**config.mk**
```make
export PLATFORM = sky130hd
export DESIGN_NAME = mu_migration_router
export DESIGN_NICKNAME = d
export VERILOG_FILES = /design/src/rtl/mu_migration_router_pkg.sv /design/src/rtl/mu_migration_router_fifo.sv /design/src/rtl/mu_migration_router.sv
export SDC_FILE = /design/constraint.sdc
export NUM_CORES = 2
export LEC_CHECK = 0
export CAP_MARGIN = 20
export CELL_PAD_IN_SITES_DETAIL_PLACEMENT = 1
export CELL_PAD_IN_SITES_GLOBAL_PLACEMENT = 1
export CORE_MARGIN = 3
export CORE_UTILIZATION = 30
export DETAILED_ROUTE_END_ITERATION = 16
export GPL_ROUTABILITY_DRIVEN = 0
export HOLD_SLACK_MARGIN = 0.08
export PLACE_DENSITY = 0.63
export SLEW_MARGIN = 5
export SYNTH_ARGS = -nofsm -noshare
export SYNTH_HDL_FRONTEND = slang
export SYNTH_HIERARCHICAL = 1
export SYNTH_SLANG_ARGS = --single-unit
```
**constraint.sdc**
```tcl
create_clock -name clk -period 24.9 [get_ports clk]
set_input_delay 3.735 -clock clk [delete_from_list [all_inputs] [get_ports clk]]
set_output_delay 3.735 -clock clk [all_outputs]
set_load 0.1 [all_outputs]
```
**src/rtl/mu_migration_router_pkg.sv**
```systemverilog
// Shared types and widths for the motion-update migration router.
package MD_pkg;
  localparam int MU_ID_WIDTH = 6;

  typedef struct packed {
    logic [MU_ID_WIDTH-1:0] dst_id;
    logic [7:0]             element;
    logic [87:0]            vel;
    logic [95:0]            offset;
  } mu_pkt_t;

  localparam int MU_PKT_STRUCT_WIDTH  = $bits(mu_pkt_t);
  // Payload on the wire is the packet minus its routing id.
  localparam int MU_PAYLOAD_WIDTH     = MU_PKT_STRUCT_WIDTH - MU_ID_WIDTH;
  localparam int DEFAULT_STARVE_LIMIT = 8;
endpackage

```
**src/rtl/mu_migration_router_fifo.sv**
```systemverilog
// First-word-fall-through synchronous FIFO with wrap-bit pointers,
// almost-full threshold and a per-cycle overflow pulse.
module mu_sync_fifo #(
  parameter int W         = 8,
  parameter int DEPTH     = 16,
  parameter int AF_MARGIN = 4
) (
  input  logic         clk,
  input  logic         rst,
  input  logic         wr_en,
  input  logic [W-1:0] wr_data,
  input  logic         rd_en,
  output logic [W-1:0] rd_data,
  output logic         empty,
  output logic         almost_full,
  output logic         overflow
);
  localparam int AW = $clog2(DEPTH);
  localparam logic [AW:0] DEPTH_C = (AW+1)'(DEPTH);
  localparam logic [AW:0] AF_C    = (AW+1)'(AF_MARGIN);

  logic [W-1:0] mem_q [DEPTH];
  logic [AW:0]  wr_ptr_q, wr_ptr_d, rd_ptr_q, rd_ptr_d, count;
  logic         full, do_rd, do_wr;

  always_comb begin
    count       = wr_ptr_q - rd_ptr_q;
    empty       = (count == '0);
    full        = (count == DEPTH_C);
    almost_full = ((DEPTH_C - count) <= AF_C);
    do_rd       = rd_en && !empty;
    // A read in the same cycle frees the slot, so a full FIFO may still accept.
    do_wr       = wr_en && (!full || do_rd);
    overflow    = wr_en && full && !do_rd;
    wr_ptr_d    = wr_ptr_q + (AW+1)'(do_wr);
    rd_ptr_d    = rd_ptr_q + (AW+1)'(do_rd);
    rd_data     = mem_q[rd_ptr_q[AW-1:0]];
  end

  always_ff @(posedge clk) begin
    if (rst) begin
      wr_ptr_q <= '0;
      rd_ptr_q <= '0;
    end else begin
      wr_ptr_q <= wr_ptr_d;
      rd_ptr_q <= rd_ptr_d;
    end
  end

  always_ff @(posedge clk)
    if (do_wr) mem_q[wr_ptr_q[AW-1:0]] <= wr_data;
endmodule

```
**src/rtl/mu_migration_router.sv**
```systemverilog
// Merges local migrated packets (via FIFO) with the migration ring; dual-grant
// arbiter with starvation bound. Optional counters under MU_ROUTER_STATS_EN.
module mu_migration_router import MD_pkg::*; #(
  parameter int PAYLOAD_W    = MU_PAYLOAD_WIDTH,
  parameter int ID_W         = MU_ID_WIDTH,
  parameter int LOCAL_ID     = 0,
  parameter int FIFO_DEPTH   = 16,
  parameter int AF_MARGIN    = 4,
  parameter int STARVE_LIMIT = DEFAULT_STARVE_LIMIT
) (
  input  logic                 clk,
  input  logic                 rst,
  input  logic [PAYLOAD_W-1:0] i_new_payload,
  input  logic [ID_W-1:0]      i_new_dst_id,
  input  logic                 i_new_valid,
  input  logic [PAYLOAD_W-1:0] i_ring_payload,
  input  logic [ID_W-1:0]      i_ring_dst_id,
  input  logic                 i_ring_valid,
  output logic                 o_ring_ready,
  output logic [PAYLOAD_W-1:0] o_ring_payload,
  output logic [ID_W-1:0]      o_ring_dst_id,
  output logic                 o_ring_valid,
  input  logic                 i_ring_out_ready,
  output logic [PAYLOAD_W-1:0] o_local_payload,
  output logic                 o_local_valid,
  output logic                 o_buf_almost_full,
  output logic                 o_buf_empty,
  output logic                 o_overflow_err
`ifdef MU_ROUTER_STATS_EN
  ,
  output logic [31:0]          o_stat_returned,
  output logic [31:0]          o_stat_forwarded,
  output logic [31:0]          o_stat_starve_forced
`endif
);
  localparam int SW = $clog2(STARVE_LIMIT + 1);
  localparam logic [SW-1:0]   LIM   = SW'(STARVE_LIMIT);
  localparam logic [ID_W-1:0] LOCAL = ID_W'(LOCAL_ID);

  logic [PAYLOAD_W-1:0] f_pay;
  logic [ID_W-1:0]      f_dst;
  logic                 f_empty, f_ovf;
  logic r_v, f_v, r_loc, f_loc, ring_free, gnt_r, gnt_f, forced;

  logic [PAYLOAD_W-1:0] local_payload_q, local_payload_d, ring_payload_q, ring_payload_d;
  logic [ID_W-1:0]      ring_dst_q, ring_dst_d;
  logic                 local_valid_q, local_valid_d, ring_valid_q, ring_valid_d;
  logic                 ovf_q, ovf_d;
  logic [SW-1:0]        starve_q, starve_d;

  mu_sync_fifo #(.W(ID_W + PAYLOAD_W), .DEPTH(FIFO_DEPTH), .AF_MARGIN(AF_MARGIN)) u_fifo (
    .clk        (clk),
    .rst        (rst),
    .wr_en      (i_new_valid),
    .wr_data    ({i_new_dst_id, i_new_payload}),
    .rd_en      (gnt_f),
    .rd_data    ({f_dst, f_pay}),
    .empty      (f_empty),
    .almost_full(o_buf_almost_full),
    .overflow   (f_ovf)
  );

  always_comb begin
    r_v       = i_ring_valid && !rst;
    f_v       = !f_empty && !rst;
    r_loc     = (i_ring_dst_id == LOCAL);
    f_loc     = (f_dst == LOCAL);
    ring_free = !ring_valid_q || i_ring_out_ready;
    gnt_r     = 1'b0;
    gnt_f     = 1'b0;
    forced    = 1'b0;
    if (r_v && f_v && (r_loc == f_loc)) begin
      // Contention for one sink: ring has priority until the FIFO has starved.
      if (r_loc || ring_free) begin
        if (starve_q == LIM) begin
          gnt_f  = 1'b1;
          forced = 1'b1;
        end else begin
          gnt_r  = 1'b1;
        end
      end
    end else begin
      gnt_r = r_v && (r_loc || ring_free);
      gnt_f = f_v && (f_loc || ring_free);
    end

    local_valid_d   = (gnt_r && r_loc) || (gnt_f && f_loc);
    local_payload_d = local_payload_q;
    if (gnt_r && r_loc)      local_payload_d = i_ring_payload;
    else if (gnt_f && f_loc) local_payload_d = f_pay;

    ring_valid_d   = ring_valid_q && !i_ring_out_ready;
    ring_payload_d = ring_payload_q;
    ring_dst_d     = ring_dst_q;
    if (gnt_r && !r_loc) begin
      ring_valid_d   = 1'b1;
      ring_payload_d = i_ring_payload;
      ring_dst_d     = i_ring_dst_id;
    end else if (gnt_f && !f_loc) begin
      ring_valid_d   = 1'b1;
      ring_payload_d = f_pay;
      ring_dst_d     = f_dst;
    end

    starve_d = starve_q;
    if (!f_v || gnt_f)      starve_d = '0;
    else if (starve_q != LIM) starve_d = starve_q + 1'b1;

    ovf_d = ovf_q || f_ovf;
  end

  always_ff @(posedge clk) begin
    if (rst) begin
      local_payload_q <= '0;
      local_valid_q   <= 1'b0;
      ring_payload_q  <= '0;
      ring_dst_q      <= '0;
      ring_valid_q    <= 1'b0;
      starve_q        <= '0;
      ovf_q           <= 1'b0;
    end else begin
      local_payload_q <= local_payload_d;
      local_valid_q   <= local_valid_d;
      ring_payload_q  <= ring_payload_d;
      ring_dst_q      <= ring_dst_d;
      ring_valid_q    <= ring_valid_d;
      starve_q        <= starve_d;
      ovf_q           <= ovf_d;
    end
  end

  assign o_ring_ready    = gnt_r;
  assign o_ring_payload  = ring_payload_q;
  assign o_ring_dst_id   = ring_dst_q;
  assign o_ring_valid    = ring_valid_q;
  assign o_local_payload = local_payload_q;
  assign o_local_valid   = local_valid_q;
  assign o_buf_empty     = f_empty;
  assign o_overflow_err  = ovf_q;

`ifdef MU_ROUTER_STATS_EN
  logic [31:0] st_ret_q, st_ret_d, st_fwd_q, st_fwd_d, st_frc_q, st_frc_d;

  always_comb begin
    st_ret_d = st_ret_q;
    st_fwd_d = st_fwd_q;
    st_frc_d = st_frc_q;
    if (local_valid_d && st_ret_q != '1)        st_ret_d = st_ret_q + 1;
    if (gnt_f && !f_loc && st_fwd_q != '1)      st_fwd_d = st_fwd_q + 1;
    if (forced && st_frc_q != '1)               st_frc_d = st_frc_q + 1;
  end

  always_ff @(posedge clk) begin
    if (rst) begin
      st_ret_q <= '0;
      st_fwd_q <= '0;
      st_frc_q <= '0;
    end else begin
      st_ret_q <= st_ret_d;
      st_fwd_q <= st_fwd_d;
      st_frc_q <= st_frc_d;
    end
  end

  assign o_stat_returned      = st_ret_q;
  assign o_stat_forwarded     = st_fwd_q;
  assign o_stat_starve_forced = st_frc_q;
`endif
endmodule

```
==> insert_results.sql <==
INSERT INTO impl_metrics (metric_group, metric, value, unit) VALUES
('outcome', 'status', 'completed', ''),
('logic_synthesis', 'synth_nets', '7548', ''),
('flow_run', 'cap_violations', '0', ''),
('power_and_ir_drop', 'share_clk_of_total_power', '38.3', '%'),
('logic_synthesis', 'ys_async_sr_fraction', '0', '%'),
('worst_setup_path', 'worst_ep_arrival_time', '7.07', 'ns'),
('die', 'die_width', '684', 'um'),
('timing', 'layout_min_cycle_time', '10.81', 'ns'),
('clocking', 'cts_hold_buffers', '0', ''),
('route', 'detail_route.iter0.violations', '7764', ''),
('global_routing', 'first_global_vias', '81400', ''),
('final_layout', 'design_area', '0.165', 'mm^2'),
('timing', 'layout_worst_path_cycle_share', '43.4', '%'),
('worst_setup_path', 'cp_max_fo', '6', ''),
('power_and_ir_drop', 'internal-power', '10.7', 'mW'),
('logic_synthesis', 'ys_top_cells_by_area', 'sky130_fd_sc_hd__edfxtp_1, sky130_fd_sc_hd__mux4_2, sky130_fd_sc_hd__dfxtp_1', ''),
('final_layout', 'fillers', '45100', ''),
('clocking', 'cts_root_buffer', 'sky130_fd_sc_hd__clkbuf_16', ''),
('placed_design', 'io_buffers', '796', ''),
('logic_synthesis', 'synth.yosys.seq_area_share', '74.9', '%'),
('global_routing', 'total_congestion_overflow_after_global_routing', '0', ''),
('power_and_ir_drop', 'net_switching_component_of_the_power', '4.03', 'mW'),
('route', 'via_per_inst', '5.31', ''),
('route', 'drc', '0', ''),
('clocking', 'cts_repair_resize_count', '0', ''),
('die', 'fp.dieH', '684', 'um'),
('clocking', 'max-clock-path-buffers', '4', ''),
('final_layout', 'finish.cell_count_without_fillers', '14400', ''),
('placed_design', 'dp_hpwl', '260', 'mm'),
('logic_synthesis', 'post_synthesis_instance_area', '0.138', 'mm^2'),
('route', 'drt_pre_antenna_iters', '5', ''),
('clocking', 'post_cts_setup_inserts', '0', ''),
('clocking', 'clk_latency', '0.96', 'ns'),
('timing', 'final_critical_path_setup_slack', '14.09', 'ns'),
('timing', 'worstMarginPinSlew', '1.25', 'ns'),
('final_layout', 'layout-drive-gt1-share', '20.6', '%'),
('die', 'floorplan.die_area', '0.468', 'mm^2'),
('worst_setup_path', 'critical_path.endpoint_type', 'primary output', ''),
('logic_synthesis', 'synth_largest_type_area_fraction', '68.9', '%'),
('timing', 'slew_violations', '0', ''),
('clocking', 'cts_made_buffers', '379', ''),
('power_and_ir_drop', 'max-vdd-ir-drop', '0.0555', 'mV'),
('route', 'routed-via-count', '76500', ''),
('logic_synthesis', 'syn_area_cell', '19.3', 'um^2'),
('route', 'drt.antenna.violating_nets', '0', ''),
('timing', 'maxClockFrequency', '0.0925', 'GHz'),
('final_layout', 'final_nets', '8316', ''),
('global_routing', 'grt_max_degree', '135', ''),
('global_routing', 'grt_usage', '18.4', '%'),
('timing', 'setup_violations', '0', ''),
('clocking', 'numClockSinks', '3575', ''),
('logic_synthesis', 'synthDistinctLibCells', '59', ''),
('logic_synthesis', 'dominant_cell_type_by_area_after_synthesis', 'sky130_fd_sc_hd__edfxtp_1', ''),
('placed_design', 'placement.setup.worst_slack', '14.10', 'ns'),
('logic_synthesis', 'synth_edf_count', '3168', ''),
('power_and_ir_drop', 'p_seq_share', '46.3', '%'),
('clocking', 'clk_pin_slew_worst_paths', '0.06', 'ns'),
('logic_synthesis', 'synth.ff_latch_count', '3575', ''),
('clocking', 'htreeDepth', '5', ''),
('placed_design', 'detailed_place.area', '0.152', 'mm^2'),
('placed_design', 'place_inst', '13600', ''),
('logic_synthesis', 'synthesis.instances', '7134', ''),
('worst_setup_path', 'cp.required', '21.16', 'ns'),
('final_layout', 'fin_util', '36.1', '%'),
('clocking', 'cts_tree', 'done', ''),
('die', 'floorplan.initialDensity', '30.2', '%'),
('power_and_ir_drop', 'p_sw_share', '27.4', '%'),
('power_and_ir_drop', 'pwr-share-comb', '15.4', '%'),
('global_routing', 'grt_pass1_wl', '627', 'mm'),
('worst_hold_path', 'hold_path.class', 'register to register', ''),
('route', 'average_wire_per_cell_in_the_routed_design', '30.8', 'um');
==> power by group through the flow <==
| stage | clock network (mW) | registers [mW] | logic, mW |
|---|---|---|---|
| 2_1_floorplan | 0 | 7.41 | 1.10 |
| 3_3_place_gp | 0 | 6.93 | 2.26 |
| 3_5_place_dp | 0 | 6.94 | 2.30 |
| 4_1_cts | 5.76 | 6.82 | 2.31 |
| 5_1_grt | 5.99 | 6.83 | 2.41 |
| 6_report | 5.63 | 6.81 | 2.27 |
==> metal layers <==
| layer | global-route usage (%) | up-vias | part of all wire [%] |
|---|---|---|---|
| li1 | - | 31500 | - |
| met1 | 23.8 | 41200 | 40 |
| met2 | 30.9 | 3030 | 49 |
| met3 | 3.59 | 722 | 6.9 |
| met4 | 6.59 | 60 | 3.5 |
| met5 | 0 | - | 0.086 |
==> per-stage QoR <==
| stage | setup TNS, ns | power (mW) | hold slack (ns) |
|---|---|---|---|
| floorplan | -288.00 | 8.51 | 0.499 |
| global placement | 0 | 9.20 | 0.457 |
| detailed placement | 0 | 9.24 | 0.460 |
| CTS | 0 | 14.9 | 0.475 |
| global route | 0 | 15.2 | 0.493 |
| finish | 0 | 14.7 | 0.471 |
==> critical path, cell delays in order <==
cell	delay [ns]
sky130_fd_sc_hd__clkdlybuf4s50_1	0.57
sky130_fd_sc_hd__nor2_1	0.41
sky130_fd_sc_hd__buf_4	0.27
sky130_fd_sc_hd__nand2_1	0.12
sky130_fd_sc_hd__o21a_1	0.14
sky130_fd_sc_hd__nor3_1	0.31
sky130_fd_sc_hd__buf_4	0.24
sky130_fd_sc_hd__buf_4	0.12
sky130_fd_sc_hd__clkdlybuf4s50_1	1.13
==> cell usage in the layout (no fill, tap or decap), types with 7 or more instances in the layout <==
| master | count |
|---|---|
| sky130_fd_sc_hd__edfxtp_1 | 3168 |
| sky130_fd_sc_hd__mux4_2 | 792 |
| sky130_fd_sc_hd__clkdlybuf4s50_1 | 770 |
| sky130_fd_sc_hd__dfxtp_1 | 405 |
| sky130_fd_sc_hd__a22oi_1 | 396 |
| sky130_fd_sc_hd__clkbuf_16 | 384 |
| sky130_fd_sc_hd__nor3_1 | 379 |
| sky130_fd_sc_hd__nand2_1 | 206 |
| sky130_fd_sc_hd__nand3_1 | 204 |
| sky130_fd_sc_hd__a311oi_1 | 197 |
| sky130_fd_sc_hd__buf_4 | 145 |
| sky130_fd_sc_hd__o21ai_0 | 118 |
| sky130_fd_sc_hd__inv_1 | 115 |
| sky130_fd_sc_hd__a31oi_1 | 105 |
| sky130_fd_sc_hd__o221a_2 | 104 |
| sky130_fd_sc_hd__or3_1 | 90 |
| sky130_fd_sc_hd__o21ai_1 | 84 |
| sky130_fd_sc_hd__clkbuf_1 | 79 |
| sky130_fd_sc_hd__nor4b_1 | 69 |
| sky130_fd_sc_hd__clkinv_1 | 68 |
| sky130_fd_sc_hd__clkinv_2 | 61 |
| sky130_fd_sc_hd__diode_2 | 49 |
| sky130_fd_sc_hd__bufinv_16 | 34 |
| sky130_fd_sc_hd__buf_12 | 26 |
| sky130_fd_sc_hd__nor4b_2 | 20 |
| sky130_fd_sc_hd__clkinvlp_4 | 18 |
| sky130_fd_sc_hd__nor2_1 | 15 |
| sky130_fd_sc_hd__inv_6 | 13 |
| sky130_fd_sc_hd__ha_1 | 12 |
| sky130_fd_sc_hd__nor2_4 | 12 |
| sky130_fd_sc_hd__clkbuf_8 | 10 |
| sky130_fd_sc_hd__nand2b_1 | 7 |
| sky130_fd_sc_hd__inv_16 | 7 |
| sky130_fd_sc_hd__buf_2 | 7 |
==> worst paths after layout <==
kind	start	endpoint	slack, ns	cells past startpoint
max	i_ring_dst_id[3]	o_ring_ready	14.09	9
min reg2reg	o_overflow_err	o_overflow_err	0.47	2
min	o_overflow_err	o_overflow_err	0.47	2
max reg2reg	u_fifo/rd_ptr_q[0]	u_fifo/mem_q[15][126]	16.86	17
==> cell type report <==
type | instances | area (um^2) | share of cell area (%)
diodes | 49 | 123 | 0.0743
well taps | 6125 | 7660 | 4.65
inverters | 115 | 432 | 0.262
clock inverters | 224 | 2290 | 1.39
clock buffers | 473 | 10000 | 6.09
multi-input cells | 2878 | 31700 | 19.2
repair buffers | 953 | 9460 | 5.74
flip-flops and latches | 3575 | 103000 | 62.6
==> flip-flops by register name, indices dropped and copies added (netlist names) <==
name             cells
o_local_payload    192
o_local_valid        1
o_overflow_err       1
o_ring_dst_id        6
o_ring_payload     192
o_ring_valid         1
starve_q             4
u_fifo/mem_q      3168
u_fifo/rd_ptr_q      5
u_fifo/wr_ptr_q      5
==> kinds of logic after synthesis <==
group / count (synthesis) / share of synthesized area (%)
flops: 3575 / 74.9
simple gates: 1040 / 4.07
compound gates: 1022 / 5.58
mux: 793 / 12.9
buf+inv: 681 / 2.37
fa+ha+maj: 13 / 0.123
xor+xnor: 10 / 0.0635
(Power assumes the default switching activity.)
